==> config.mk <==
export PLATFORM = sky130hd
export DESIGN_NAME = uart_receive_framed
export DESIGN_NICKNAME = d
export VERILOG_FILES = /design/src/rtl/uart_receive_framed.sv
export SDC_FILE = /design/constraint.sdc
export NUM_CORES = 1
export LEC_CHECK = 0
export ABC_AREA = 0
export BUFFER_PORTS_ARGS = -buffer_cell sky130_fd_sc_hd__buf_4
export CAP_MARGIN = 20
export CELL_PAD_IN_SITES_DETAIL_PLACEMENT = 0
export CELL_PAD_IN_SITES_GLOBAL_PLACEMENT = 2
export CORE_MARGIN = 2
export CORE_UTILIZATION = 25
export CTS_BUF_LIST = sky130_fd_sc_hd__clkbuf_2 sky130_fd_sc_hd__clkbuf_4 sky130_fd_sc_hd__clkbuf_8
export DETAILED_ROUTE_END_ITERATION = 16
export PLACE_DENSITY = 0.56
export SKIP_CTS_REPAIR_TIMING = 1
export SYNTH_ARGS = -nofsm -noshare
export SYNTH_HDL_FRONTEND = slang
export SYNTH_SLANG_ARGS = --single-unit
==> constraint.sdc <==
create_clock -name clk_in -period 3.2 [get_ports clk_in]
set_input_delay 0.16 -clock clk_in [delete_from_list [all_inputs] [get_ports clk_in]]
set_output_delay 0.16 -clock clk_in [all_outputs]
set_load 0.01 [all_outputs]
==> src/rtl/uart_receive_framed.sv <==
// UART receiver with configurable framing, input synchroniser, break detection
// and a show-ahead output FIFO with valid/ready handshake.
module uart_receive_framed #(
    parameter int INPUT_CLOCK_FREQ = 100_000_000,
    parameter int BAUD_RATE        = 9600,
    parameter int DATA_BITS        = 8,
    parameter int PARITY           = 0,
    parameter int STOP_BITS        = 1,
    parameter int FIFO_DEPTH       = 4
) (
    input  logic                          clk_in,
    input  logic                          rst_in,
    input  logic                          rx_wire_in,
    output logic [DATA_BITS-1:0]          data_out,
    output logic                          parity_err_out,
    output logic                          framing_err_out,
    output logic                          valid_out,
    input  logic                          ready_in,
    output logic                          overrun_out,
    output logic                          break_out,
    output logic [$clog2(FIFO_DEPTH):0]   fifo_count_out
);

    localparam int BAUD_BIT_PERIOD = INPUT_CLOCK_FREQ / BAUD_RATE;
    localparam int HALF            = BAUD_BIT_PERIOD >> 1;
    localparam int CW              = $clog2(BAUD_BIT_PERIOD);
    localparam int PW              = $clog2(FIFO_DEPTH);
    localparam int EW              = DATA_BITS + 2;

    typedef enum logic [2:0] {
        S_IDLE,
        S_START,
        S_DATA,
        S_PARITY,
        S_STOP,
        S_BREAK_WAIT
    } state_t;

    state_t               state;
    logic                 rx_meta;
    logic                 rx_s;
    logic [CW-1:0]        cyc;
    logic [3:0]           bit_cnt;
    logic                 stop_cnt;
    logic [DATA_BITS-1:0] shift;
    logic                 acc;
    logic                 par_bit;
    logic                 parity_err;
    logic                 framing_err;

    logic                 at_half;
    logic                 at_wrap;
    logic                 last_stop;
    logic                 fe_next;
    logic                 is_break;
    logic                 push;

    logic [EW-1:0]        mem [FIFO_DEPTH];
    logic [PW-1:0]        wr_ptr;
    logic [PW-1:0]        rd_ptr;
    logic [PW:0]          count;
    logic                 full;
    logic                 pop;
    logic                 wr_en;
    logic [EW-1:0]        head;

    always_ff @(posedge clk_in or posedge rst_in) begin
        if (rst_in) begin
            rx_meta <= 1'b1;
            rx_s    <= 1'b1;
        end else begin
            rx_meta <= rx_wire_in;
            rx_s    <= rx_meta;
        end
    end

    // Completion is decided at the last stop-bit sample, so the error flag and
    // break decision must include the bit being sampled on this edge.
    always_comb begin
        at_half   = (cyc == CW'(HALF));
        at_wrap   = (cyc == CW'(BAUD_BIT_PERIOD - 1));
        last_stop = (state == S_STOP) && at_half && (stop_cnt == 1'(STOP_BITS - 1));
        fe_next   = framing_err | ~rx_s;
        is_break  = fe_next && (shift == '0) && ((PARITY == 0) || !par_bit);
        push      = last_stop && !is_break;
    end

    always_ff @(posedge clk_in or posedge rst_in) begin
        if (rst_in) begin
            state       <= S_IDLE;
            cyc         <= '0;
            bit_cnt     <= '0;
            stop_cnt    <= 1'b0;
            shift       <= '0;
            acc         <= 1'b0;
            par_bit     <= 1'b0;
            parity_err  <= 1'b0;
            framing_err <= 1'b0;
            break_out   <= 1'b0;
        end else begin
            break_out <= last_stop && is_break;
            cyc       <= at_wrap ? '0 : cyc + 1'b1;
            case (state)
                S_IDLE: begin
                    cyc         <= '0;
                    bit_cnt     <= '0;
                    stop_cnt    <= 1'b0;
                    shift       <= '0;
                    acc         <= 1'b0;
                    par_bit     <= 1'b0;
                    parity_err  <= 1'b0;
                    framing_err <= 1'b0;
                    if (!rx_s) state <= S_START;
                end
                S_START: begin
                    if (at_half && rx_s) state <= S_IDLE;
                    else if (at_wrap)    state <= S_DATA;
                end
                S_DATA: begin
                    if (at_half) begin
                        shift   <= {rx_s, shift[DATA_BITS-1:1]};
                        acc     <= acc ^ rx_s;
                        bit_cnt <= bit_cnt + 1'b1;
                    end
                    if (at_wrap && bit_cnt == 4'(DATA_BITS))
                        state <= (PARITY != 0) ? S_PARITY : S_STOP;
                end
                S_PARITY: begin
                    if (at_half) begin
                        par_bit    <= rx_s;
                        parity_err <= (acc ^ rx_s) != (PARITY == 2);
                    end
                    if (at_wrap) state <= S_STOP;
                end
                S_STOP: begin
                    if (at_half) begin
                        framing_err <= fe_next;
                        if (last_stop) state <= is_break ? S_BREAK_WAIT : S_IDLE;
                        else           stop_cnt <= 1'b1;
                    end
                end
                S_BREAK_WAIT: begin
                    cyc <= '0;
                    if (rx_s) state <= S_IDLE;
                end
                default: state <= S_IDLE;
            endcase
        end
    end

    assign full  = (count == (PW+1)'(FIFO_DEPTH));
    assign pop   = valid_out && ready_in;
    assign wr_en = push && (!full || pop);

    always_ff @(posedge clk_in) begin
        if (wr_en) mem[wr_ptr] <= {fe_next, parity_err, shift};
    end

    always_ff @(posedge clk_in or posedge rst_in) begin
        if (rst_in) begin
            wr_ptr      <= '0;
            rd_ptr      <= '0;
            count       <= '0;
            overrun_out <= 1'b0;
        end else begin
            overrun_out <= push && full && !pop;
            if (wr_en) wr_ptr <= wr_ptr + 1'b1;
            if (pop)   rd_ptr <= rd_ptr + 1'b1;
            if (wr_en && !pop)      count <= count + 1'b1;
            else if (pop && !wr_en) count <= count - 1'b1;
        end
    end

    assign head            = mem[rd_ptr];
    assign valid_out       = (count != '0);
    assign fifo_count_out  = count;
    assign data_out        = valid_out ? head[DATA_BITS-1:0] : '0;
    assign parity_err_out  = (PARITY != 0) && valid_out && head[DATA_BITS];
    assign framing_err_out = valid_out && head[DATA_BITS+1];

endmodule
* Yosys cells after proc, flatten, opt, wreduce, memory -nomap -nowiden
Memories as Yosys holds them, arrays and structs flattened.
Cells that the tools add are included.
** Operators by class
- Add/sub/neg operators :: 6
- Multiply operators :: 0
- Div/mod/pow operators :: 0
- $lt $le $gt $ge :: 0
- Equality and inequality tests :: 19
- Shifts and indexed selects :: 0
- Multiplexer cells :: 29
- Bitwise logic cells :: 4
- Reductions and logical operators :: 32
** Operators by type and width (number)
- two-way mux 3 bit :: 11
- two-way mux 14 bit :: 2
- inequality test 2 bit (second input constant) :: 9
- one-hot mux 3 bit (6 select lines) :: 1
- two-way mux 8 bit :: 2
- one-hot mux 8 bit (2 select lines) :: 1
- adder 14 x 1 -> 14 bit (second input constant) :: 1
- == test 14 x 13 -> 1 bit (second input constant) :: 1
- == test 14 bit (second input constant) :: 1
- logical AND 1 bit :: 14
- == test 3 bit (second input constant) :: 3
- zero test 8 bit :: 1
- one-hot mux 1 bit (2 select lines) :: 4
- one-hot mux 4 bit (2 select lines) :: 1
- nonzero test 2 bit :: 4
- AND reduction 7 bit :: 1
- == test 3 x 2 -> 1 bit (second input constant) :: 2
- two-way mux 1 bit :: 6
- AND reduction 2 bit :: 3
- adder 2 x 1 -> 2 bit (second input constant) :: 2
- adder 4 x 1 -> 4 bit (second input constant) :: 1
- == test 4 bit (second input constant) :: 1
- zero test 1 bit :: 4
- two-way mux 4 bit :: 1
- 12 further kinds :: 13
** Storage, ports and cells
- Flip-flop bits (word level) :: 44
- Bits in latches :: 0
- Memory bits (writable) :: 40
- Memory bits (read-only) :: 0
- Bits of input ports :: 4
- Output and inout port bits :: 16
- Logic and storage cells :: 106
- Memories :: 1
** Memories
- mem :: depth 4, width 10, read ports 1, clocked after memory_dff 0, write ports 1, line 58 : logic [EW-1:0] mem [FIFO_DEPTH];

* Logic depth before layout (Yosys ltp)
Gate-level depths: netlist (run 1).
- Depth in word-level cells :: 10
- Mapped depth :: 13
- Mapped depth without buffers :: 12

* Worst setup path after synthesis (run 1)
No wires, ideal clock.
- Path type :: reg2reg
- From :: register cyc[0]
- To :: register count[2], in the netlist fifo_count_out[2]
- Setup time :: 79 ps
- Arrival time :: 2388 ps
- Required time :: 3121 ps
- Slack :: 733 ps
- Cell stages (with the launch flop) :: 14
- Path buffers :: 1
- Period minus slack after synthesis :: 2467 ps
- Cells stage by stage :: dfrtp_1 inv_1 ha_1 and4bb_1 and4_1 buf_6 nand4_2 nor2_4 ha_1 inv_1 fa_1 xor2_1 nor2_1 xor2_1
** On the way
- Word-level cells in the longest chain between the ends :: 8
- Elaborated cells between the ends (all ways) :: 10
- Those cells by class :: eq/ne (1); mux (1); reduce/logical (8)
** RTL lines
- from (decl) :: line 42 : logic [CW-1:0] cyc;
- from (signal assigned) :: line 102 : cyc <= at_wrap ? '0 : cyc + 1'b1;
- == test 14 x 13 -> 1 bit * :: line 80 : at_half = (cyc == CW'(HALF));
- logical AND 1 bit * (2 in series) :: line 82 : last_stop = (state == S_STOP) && at_half && (stop_cnt == 1'(STOP_BITS - 1));
- logical AND 1 bit * :: line 85 : push = last_stop && !is_break;
- logical AND 1 bit * :: line 153 : assign wr_en = push && (!full || pop);
- named net wr_en :: line 64 : logic wr_en;
- zero test 1 bit :: line 170 : else if (pop && !wr_en) count <= count - 1'b1;
- logical AND 1 bit :: line 170
- nonzero test 2 bit (no line)
- to (signal assigned) :: line 169 : if (wr_en && !pop) count <= count + 1'b1;
- to (signal assigned) :: line 170
- to (decl) :: line 61 : logic [PW:0] count;
Mark *: on every way through the listed nets, which the timed path passes. The rest lies on a longest branch.
A chain may end at the register's enable or synchronous reset.

* Final worst setup path (run 1)
Ends and elaborated chain as after synthesis.

==> results of run 1 <==
==> layout make-up <==
class	instances	area (um2)
Fill cell	1469	9786
Inverter	12	45.04
Multi-Input combinational cell	183	1361
Tap cell	180	225.2
Sequential cell	78	2135
Clock buffer	10	131.4
Clock inverter	6	92.59
Timing Repair Buffer	25	212.7
==> worst register-to-register path: stages (launching register included) <==
cell and delay, ns:
dfrtp_1 0.41, inv_1 0.09, ha_1 0.14, and4bb_1 0.21
and4_1 0.25, nand4_2 0.17, nor2_4 0.20, ha_1 0.21
inv_1 0.06, fa_1 0.37, xor2_1 0.16, nor2_1 0.11
xor2_1 0.15
==> stage by stage <==
step	hold WS (ns)	total power, W
global placement	0.2683	0.001450
global route	0.09435	0.002387
CTS	-0.1116	0.002304
detailed placement	0.2704	0.001452
floorplan	0.1645	0.001349
finish	0.1097	0.002255
==> sequential cells by signal, summed over array words and instances (netlist names) <==
name and count:
fifo_count_out 3, state 3, overrun_out 1, framing_err 1, bit_cnt 4, shift 8, rx_s 1, cyc 14
rx_meta 1, mem 36, break_out 1, stop_cnt 1, wr_ptr 2, rd_ptr 2
==> where the power goes <==
part / leakage [nW] / internal, W / switching (W)
combinational: 0.644 / 0.000148 / 0.0000939
clock: 0.107 / 0.000454 / 0.000382
sequential: 0.962 / 0.00108 / 0.000101
total: 1.71 / 0.00168 / 0.000578
==> metal layers <==
metal	vias to the layer above	track usage	routed length [um]
met5	-	0	0
met4	0	0.02528	74
met3	8	0.03434	246
met2	24	0.1673	3507
li1	1059	-	-
met1	1087	0.1231	3190
==> path summary, 6_finish.rpt <==
check / startpoint / to / slack (ns)
setup / recovery: cyc[0]$_DFF_PP0_ / fifo_count_out[2]$_DFFE_PP0P_ / 0.60
hold / removal: ready_in / rd_ptr[1]$_DFFE_PP0N_ / 0.11
setup reg to reg: cyc[0]$_DFF_PP0_ / fifo_count_out[2]$_DFFE_PP0P_ / 0.60
hold reg to reg: rx_meta$_DFF_PP1_ / rx_s$_DFF_PP1_ / 0.36
max in group asynchronous: rst_in / rx_s$_DFF_PP1_ / 2.23
min in group asynchronous: rst_in / cyc[4]$_DFF_PP0_ / 0.40
==> cells by family after synthesis <==
logic type	share of synthesized area
simple gates	0.1790
flops	0.5920
compound gates	0.05691
mux	0.06245
xor+xnor	0.04129
other cells	0.001040
buf+inv	0.03053
fa+ha+maj	0.03678
==> cell usage in the layout, fill, tap and decap left out, types with 4 or more instances in the layout <==
cell type / netlist / final
nor2_1: 22 / 22
nand3_1: 6 / 6
buf_4: 1 / 22
clkbuf_8: 0 / 9
xnor2_1: 8 / 8
mux4_2: 9 / 9
edfxtp_1: 36 / 36
nand4_1: 5 / 5
nand2b_1: 4 / 4
dfrtp_1: 40 / 40
and2_1: 14 / 14
inv_1: 12 / 11
or3_1: 6 / 6
nand2_1: 27 / 27
a21oi_1: 5 / 5
ha_1: 9 / 9
nor3_1: 6 / 6
o21ai_0: 13 / 13
nor2b_1: 4 / 4
xor2_1: 9 / 9
==> impl_metrics.py, run 1 <==
metrics = {
    "global_route": {
        "grt_max_degree": 43,
        "grt_pass1_vias": 2143,
        "grtUsageTotal": 0.09983,
        "grt_pass1_wl_um": 11430,
        "antenna_found_initial": 0,
        "grt.overflow.total": 0,
    },
    "power": {
        "p_per_area_nw_per_um2": 536.6,
        "ir_worst_vdd_uv": 176.9,
        "p_leak_nw": 1.713,
    },
    "finish": {
        "diodes": 0,
        "final_area_um2": 4203,
        "drive_above_1_share": 0.1975,
        "final_core_util": 0.3004,
        "areaGrowthSynthToFinish_pct": 16.55,
        "nNetsFinal": 323,
        "final_cells": 494,
    },
    "synthesis": {
        "synth_top_area_share": 0.2998,
        "ys_seq_area_frac": 0.5920,
        "ys_ff_latch": 78,
        "syn_nets": 298,
        "synth_area_leaders": "edfxtp_1 30%, dfrtp_1 28%, mux4_2 5.6%",
        "yosysWarningCount": 0,
        "yosysMostFrequentCell": "dfrtp_1",
        "yosysUniqueCellTypes": 53,
        "yosys-top-cells-count": "40 x dfrtp_1, 36 x edfxtp_1, 27 x nand2_1",
        "syn_inst": 284,
        "yosysTopAreaCell": "edfxtp_1",
        "synthFlopType": "dfrtp_1",
        "syn_avg_cell_area_um2": 12.70,
        "async_flop_share": 0.5385,
        "synth_area_um2": 3606,
        "synth_edf_count": 36,
    },
    "clocking": {
        "cts.sinks": 78,
        "root_buffer": "clkbuf_8",
        "cts_tree": "yes",
        "cts_buffers": 9,
        "path_clk_slew_ns": 0.08,
        "clock_latency_ns": 0.35,
        "cts_buffer_depth": 2,
        "htreeDepth": 3,
    },
    "worst_setup_path": {
        "cp.depth": 12,
        "worstSetupEndpointType": "flip-flop",
        "crit_buf_inv": 2,
        "slowest_delay_ns": 0.41,
        "critPathKind": "flip-flop to flip-flop",
        "r2r_cells": 12,
        "path_max_fanout": 7,
        "start_kind": "flip-flop",
        "path_delay_family": "simple AND/OR/NAND/NOR gates",
        "crit_slowest_cell": "dfrtp_1",
        "required_ns": 3.48,
        "crit_arrival_ns": 2.88,
        "crit_chain": "inv_1, ha_1, and4bb_1, and4_1, nand4_2, nor2_4, ha_1, inv_1, fa_1, xor2_1, nor2_1, xor2_1",
    },
    "routing": {
        "drt-total-wl_um": 7019,
        "vias": 2178,
        "wl_per_cell_um": 14.21,
        "drc_errors": 0,
        "drtIter0Drc": 98,
        "avgViaCountPerCell": 4.409,
        "ant_nets": 0,
        "drtPass1Iterations": 4,
    },
    "placement": {
        "dp.final_hpwl_um": 4616,
        "port_buffers": 18,
        "dp.cells": 475,
        "place.gp.congestion": 0.7149,
        "dp_slack_ns": 0.5899,
        "placed_area_um2": 3931,
    },
    "sta": {
        "worst_slack_ns": 0.5951,
        "min_period_over_period": 0.8140,
        "final.min_clock_period_ns": 2.605,
        "setup_violations": 0,
        "slew_headroom": 0.4730,
        "rsz0062_at_grt": "false",
        "fin_setup_tns_ns": 0,
        "hold_viol_final": 0,
        "max_clock_freq_mhz": 383.9,
        "worst_pin_slew_ns": 0.7876,
        "drv_slew": 0,
        "skew_ns": 0.01023,
    },
    "die": {
        "die_area_um2": 15400,
        "start_util": 0.2578,
        "die_h_um": 124.1,
        "ios": 20,
        "rows": 43,
        "die_w_um": 124.1,
        "core_um2": 13990,
    },
    "flow_run": {
        "cap_violations": 0,
    },
    "worst_hold_path": {
        "whs_path_depth": 3,
        "hold_class": "input pin to flip-flop",
    },
    "status": {
        "outcome": "finished clean",
    },
}
No activity file was read; power rests on OpenSTA's default activity.
==> run 2, diff against run 1 <==
Settings changed: PLACE_DENSITY 0.56 to 0.58.
Clock period 3.2 ns to 2.12 ns, I/O delays scaled along.
==> run 2 against run 1 <==
Compared with the run above: the run now ends with negative setup slack left; final cell count increased by 9.3%; first-iteration DRC count grew 9.2%; total power grew 56%; global-route usage is 0.85 points higher; final area up 11%; setup slack got worse by 0.78 ns; flip-flop and latch count is the same; critical endpoint unchanged; largest power group unchanged; highest routed layer unchanged.
==> impl_metrics.py, run 2 (synthesis results as in run 1) <==
metrics = {
    "sta": {
        "worst_pin_slew_ns": 0.5759,
        "slew_headroom": 0.6161,
        "rsz0062_at_grt": "true",
        "worst_slack_ns": -0.1897,
        "hold_ws_ns": 0.06668,
        "min_period_over_period": 1.089,
        "hold_viol_final": 0,
        "final.min_clock_period_ns": 2.310,
        "setup_violations": 2,
        "fin_setup_tns_ns": -0.3576,
        "skew_ns": 0.009441,
        "drv_slew": 0,
        "max_clock_freq_mhz": 433.0,
    },
    "finish": {
        "mostFrequentLayoutCells": "65 x buf_4, 40 x dfrtp_1, 36 x edfxtp_1",
        "regMostFlops": "mem",
        "num-fill-cells": 1408,
        "final_core_util": 0.3321,
        "nNetsFinal": 369,
        "reg_top3": "mem: 36 flops, cyc: 14 flops, shift: 8 flops",
        "drive_above_1_share": 0.3333,
        "areaGrowthSynthToFinish_pct": 28.83,
        "final_common_cell": "buf_4",
        "diodes": 0,
        "ff_latch_area_um2": 2135,
        "multi_input_area_um2": 1428,
        "final_cells": 540,
        "largest_reg_flops": 36,
    },
    "power": {
        "ir_worst_vdd_uv": 322.3,
        "power.switching_w": 0.0009060,
        "p_int_w": 0.002611,
        "p_clk_frac": 0.361,
        "seqPwrFrac": 0.482,
        "p_leak_nw": 1.963,
        "p_per_area_nw_per_um2": 757.0,
        "finalPower_w": 0.003517,
        "p_comb_frac": 0.157,
        "netSwitchingFraction": 0.2576,
    },
    "routing": {
        "drc_errors": 0,
        "drt-total-wl_um": 7571,
        "avgViaCountPerCell": 4.363,
        "drtIter0Drc": 107,
        "drtPass1Iterations": 4,
        "wl_per_cell_um": 14.02,
        "vias": 2356,
        "ant_nets": 0,
    },
    "die": {
        "start_util": 0.2578,
        "die_area_um2": 15400,
        "die_h_um": 124.1,
        "rows": 43,
        "ios": 20,
        "die_w_um": 124.1,
        "core_um2": 13990,
    },
    "worst_hold_path": {
        "whs_path_depth": 3,
        "hold_path_end": "rd_ptr[1]$_DFFE_PP0N_",
        "hp-start": "ready_in",
        "hold_class": "input pin to flip-flop",
    },
    "global_route": {
        "grt.overflow.total": 0,
        "grtUsageTotal": 0.1084,
        "grt_pass1_vias": 2379,
        "grt_pass1_wl_um": 12250,
        "grt_max_degree": 43,
        "antenna_found_initial": 0,
    },
    "placement": {
        "port_buffers": 18,
        "place.gp.congestion": 0.7052,
        "dp.final_hpwl_um": 5166,
        "dp.cells": 518,
    },
    "clocking": {
        "path_clk_slew_ns": 0.08,
        "cts.sinks": 78,
        "htreeDepth": 3,
        "cts_buffer_depth": 2,
        "root_buffer": "clkbuf_8",
        "cts_buffers": 9,
        "cts_tree": "yes",
        "clock_latency_ns": 0.36,
    },
    "worst_setup_path": {
        "critPathKind": "flip-flop to flip-flop",
        "crit_arrival_ns": 2.60,
        "path_max_fanout": 2,
        "start_kind": "flip-flop",
        "required_ns": 2.41,
        "rr_startpoint": "cyc[0]$_DFF_PP0_",
        "reg2reg_to": "fifo_count_out[2]$_DFFE_PP0P_",
        "crit_start": "cyc[0]$_DFF_PP0_",
        "r2r_cells": 12,
        "worstSetupEndpointType": "flip-flop",
        "rrSetupSlack_ns": -0.19,
    },
    "flow_run": {
        "cap_violations": 0,
    },
    "status": {
        "violations": "negative setup slack",
        "outcome": "finished with violations",
    },
}
## run 2: cell types whose count changed in the layout (fill, tap and decap cells not counted), moves of 2 or more
cell,previous run,this run
and2_4,0,2
and4_1,2,0
ha_1,9,6
inv_2,1,4
ha_4,0,2
buf_12,0,4
and2_1,14,12
inv_1,11,8
and4_4,0,2
buf_4,22,65
## run 2: routing by layer
| layer | vias to the layer above | wire (um) | GRT usage |
|---|---|---|---|
| li1 | 1157 | - | - |
| met1 | 1152 | 3462 | 0.1300 |
| met2 | 40 | 3722 | 0.1800 |
| met3 | 7 | 317 | 0.03984 |
| met4 | 0 | 68 | 0.03581 |
| met5 | - | 0 | 0 |
## run 2: how the worst max path moves through the flow
stage	to	cells past startpoint	slack, ns
finish	fifo_count_out[2]$_DFFE_PP0P_	12	-0.19
CTS	fifo_count_out[2]$_DFFE_PP0P_	12	-0.33
global placement	fifo_count_out[2]$_DFFE_PP0P_	12	-0.22
floorplan	fifo_count_out[2]$_DFFE_PP0P_	13	-0.26
detailed placement	fifo_count_out[2]$_DFFE_PP0P_	12	-0.31
global route	fifo_count_out[2]$_DFFE_PP0P_	12	-0.34
## run 2: critical path, cell delays in order, from the launching register on
cell	delay (ns)
dfrtp_1	0.40
inv_2	0.08
ha_4	0.12
and4bb_1	0.23
and4_4	0.26
nand4_4	0.09
nor2_4	0.14
ha_4	0.15
inv_2	0.04
fa_2	0.32
xor2_1	0.14
nor2_1	0.10
xor2_1	0.16
## run 2: metrics by stage
step	area, um2	setup WS (ns)
floorplan	3630	-0.2637
global placement	4328	-0.2195
detailed placement	4328	-0.3125
CTS	4553	-0.3335
global route	4646	-0.3369
finish	4646	-0.1897
## run 2: power groups by stage
stage          Clock (W)  Combinational (W)  Sequential [W]
2_1_floorplan          0           0.000321         0.00172
3_3_place_gp           0           0.000545         0.00173
3_5_place_dp           0           0.000555         0.00174
4_1_cts          0.00133           0.000556         0.00170
5_1_grt          0.00137           0.000611         0.00171
6_report         0.00127           0.000552         0.00170
## run 2: final cells by class
class                           count  share of cell area
Tap cell                          180             0.04848
Sequential cell                    78              0.4595
Multi-Input combinational cell    183              0.3073
Inverter                           12            0.009696
Clock inverter                      6             0.02020
Timing Repair Buffer               71              0.1266
Clock buffer                       10             0.02828
==> run 3, diff against run 2 <==
Clock period 2.12 ns to 2.05 ns, I/O delays scaled along.
==> run 3 against run 2 <==
Compared with the run above: the flow still finishes with violations (negative setup slack); fmax about the same; global-route usage decreased by 0.12 points; final cell count increased by 0.19%; die area unchanged; final area decreased by 0.16%; non-clock buffer count increased by 1; hold slack got worse by 0.024 ns; critical path depth unchanged; critical endpoint unchanged.
==> impl_metrics.py, run 3 (synthesis results as in run 1) <==
metrics = {
    "status": {
        "outcome": "finished with violations",
        "violations": "negative setup slack",
    },
    "placement": {
        "dp.final_hpwl_um": 5164,
        "place.gp.congestion": 0.7084,
        "dp.cells": 519,
        "dp_slack_ns": -0.3374,
        "port_buffers": 18,
        "placed_area_um2": 4348,
    },
    "worst_setup_path": {
        "reg2reg_to": "fifo_count_out[2]$_DFFE_PP0P_",
        "rrSetupSlack_ns": -0.26,
        "crit_arrival_ns": 2.60,
        "path_max_fanout": 2,
        "required_ns": 2.34,
        "critPathKind": "flip-flop to flip-flop",
        "start_kind": "flip-flop",
        "rr_startpoint": "cyc[0]$_DFF_PP0_",
        "cp-endpoint": "fifo_count_out[2]$_DFFE_PP0P_",
        "r2r_cells": 12,
        "crit_start": "cyc[0]$_DFF_PP0_",
        "worstSetupEndpointType": "flip-flop",
    },
    "sta": {
        "fin_setup_tns_ns": -2.124,
        "setup_violations": 38,
        "hold_viol_final": 0,
        "rsz0062_at_grt": "true",
        "max_clock_freq_mhz": 433.1,
        "drv_slew": 0,
        "min_period_over_period": 1.126,
        "slew_headroom": 0.5942,
        "skew_ns": 0.007028,
        "final.min_clock_period_ns": 2.309,
        "worst_pin_slew_ns": 0.6079,
        "worst_slack_ns": -0.2592,
        "hold_ws_ns": 0.04233,
    },
    "global_route": {
        "met2_usage": 0.1732,
        "grt_pass1_wl_um": 12100,
        "met3_usage": 0.03571,
        "grt.overflow.total": 0,
        "grtUsageTotal": 0.1072,
        "grt_pass1_vias": 2380,
        "grtUsageMet1": 0.1307,
        "gr-max-usage-layer": "met2",
        "grt_max_degree": 27,
        "antenna_found_initial": 0,
    },
    "die": {
        "die_w_um": 124.1,
        "start_util": 0.2578,
        "rows": 43,
        "core_um2": 13990,
        "die_area_um2": 15400,
        "ios": 20,
        "die_h_um": 124.1,
    },
    "power": {
        "p_per_area_nw_per_um2": 755.1,
        "ir_worst_vdd_uv": 380.0,
        "p_leak_nw": 1.955,
    },
    "finish": {
        "reg_top3": "mem: 36 flops, cyc: 14 flops, shift: 8 flops",
        "nNetsFinal": 370,
        "mostFrequentLayoutCells": "64 x buf_4, 40 x dfrtp_1, 36 x edfxtp_1",
        "regMostFlops": "mem",
        "final_common_cell": "buf_4",
        "areaGrowthSynthToFinish_pct": 28.63,
        "diodes": 0,
        "final_area_um2": 4638,
        "drive_above_1_share": 0.3296,
        "largest_reg_flops": 36,
        "final_cells": 541,
    },
    "flow_run": {
        "cap_violations": 0,
    },
    "routing": {
        "ant_nets": 0,
        "wl_per_cell_um": 13.77,
        "drtIter0Drc": 120,
        "drc_errors": 0,
        "drt-total-wl_um": 7449,
        "drtPass1Iterations": 4,
        "avgViaCountPerCell": 4.340,
        "vias": 2348,
    },
    "clocking": {
        "cts_tree": "yes",
        "cts.sinks": 78,
        "htreeDepth": 3,
        "cts_buffers": 9,
        "path_clk_slew_ns": 0.08,
        "root_buffer": "clkbuf_8",
        "clock_latency_ns": 0.36,
        "cts_buffer_depth": 2,
    },
    "worst_hold_path": {
        "hold_class": "input pin to flip-flop",
    },
}
[run 3: worst min path at each step]
stage,startpoint,to,depth (start not counted)
after global placement,rst_in,wr_ptr[1]$_DFFE_PP0P_,2
final,ready_in,rd_ptr[1]$_DFFE_PP0N_,3
after floorplan,rx_wire_in,rx_meta$_DFF_PP1_,0
after detailed placement,rst_in,overrun_out$_DFF_PP0_,2
after global routing,ready_in,rd_ptr[1]$_DFFE_PP0N_,3
after CTS,rst_in,wr_ptr[0]$_DFFE_PP0P_,2
[run 3: stage by stage]
| step | utilization | power [W] |
|---|---|---|
| 6_report | 0.3316 | 0.003502 |
| 5_1_grt | 0.3316 | 0.003683 |
| 4_1_cts | 0.3253 | 0.003568 |
| 3_5_place_dp | 0.3108 | 0.002363 |
| 3_3_place_gp | 0.3108 | 0.002356 |
| 2_1_floorplan | - | 0.002113 |
[run 3: area by class of cell]
cell class | instances | area (um2)
repair buffers | 72 | 611.8
inverters | 12 | 45.04
multi-input cells | 183 | 1419
clock inverters | 6 | 71.32
fillers | 1429 | 9350
clock buffers | 10 | 131.4
well taps | 180 | 225.2
flip-flops and latches | 78 | 2135
[run 3: worst max-delay path, cell delays in order (launching register included)]
cell and delay, ns:
dfrtp_1 0.40, inv_2 0.09, ha_4 0.13, and4bb_1 0.23, and4_4 0.27, nand4_4 0.09
nor2_4 0.13, ha_4 0.15, inv_2 0.03, fa_2 0.33, xor2_1 0.14, nor2_1 0.11
xor2_1 0.14
[run 3: power by group]
part | internal (W) | total (W) | leakage (nW) | switching, W
logic | 0.000298 | 0.000546 | 0.897 | 0.000247
clock network | 0.000584 | 0.00118 | 0.0965 | 0.000600
registers | 0.00168 | 0.00177 | 0.962 | 0.0000915
[run 3: metal layers]
layer / up-vias / wire, um
li1: 1153 / -
met1: 1158 / 3416
met2: 27 / 3644
met3: 10 / 247
met4: 0 / 141
met5: - / 0
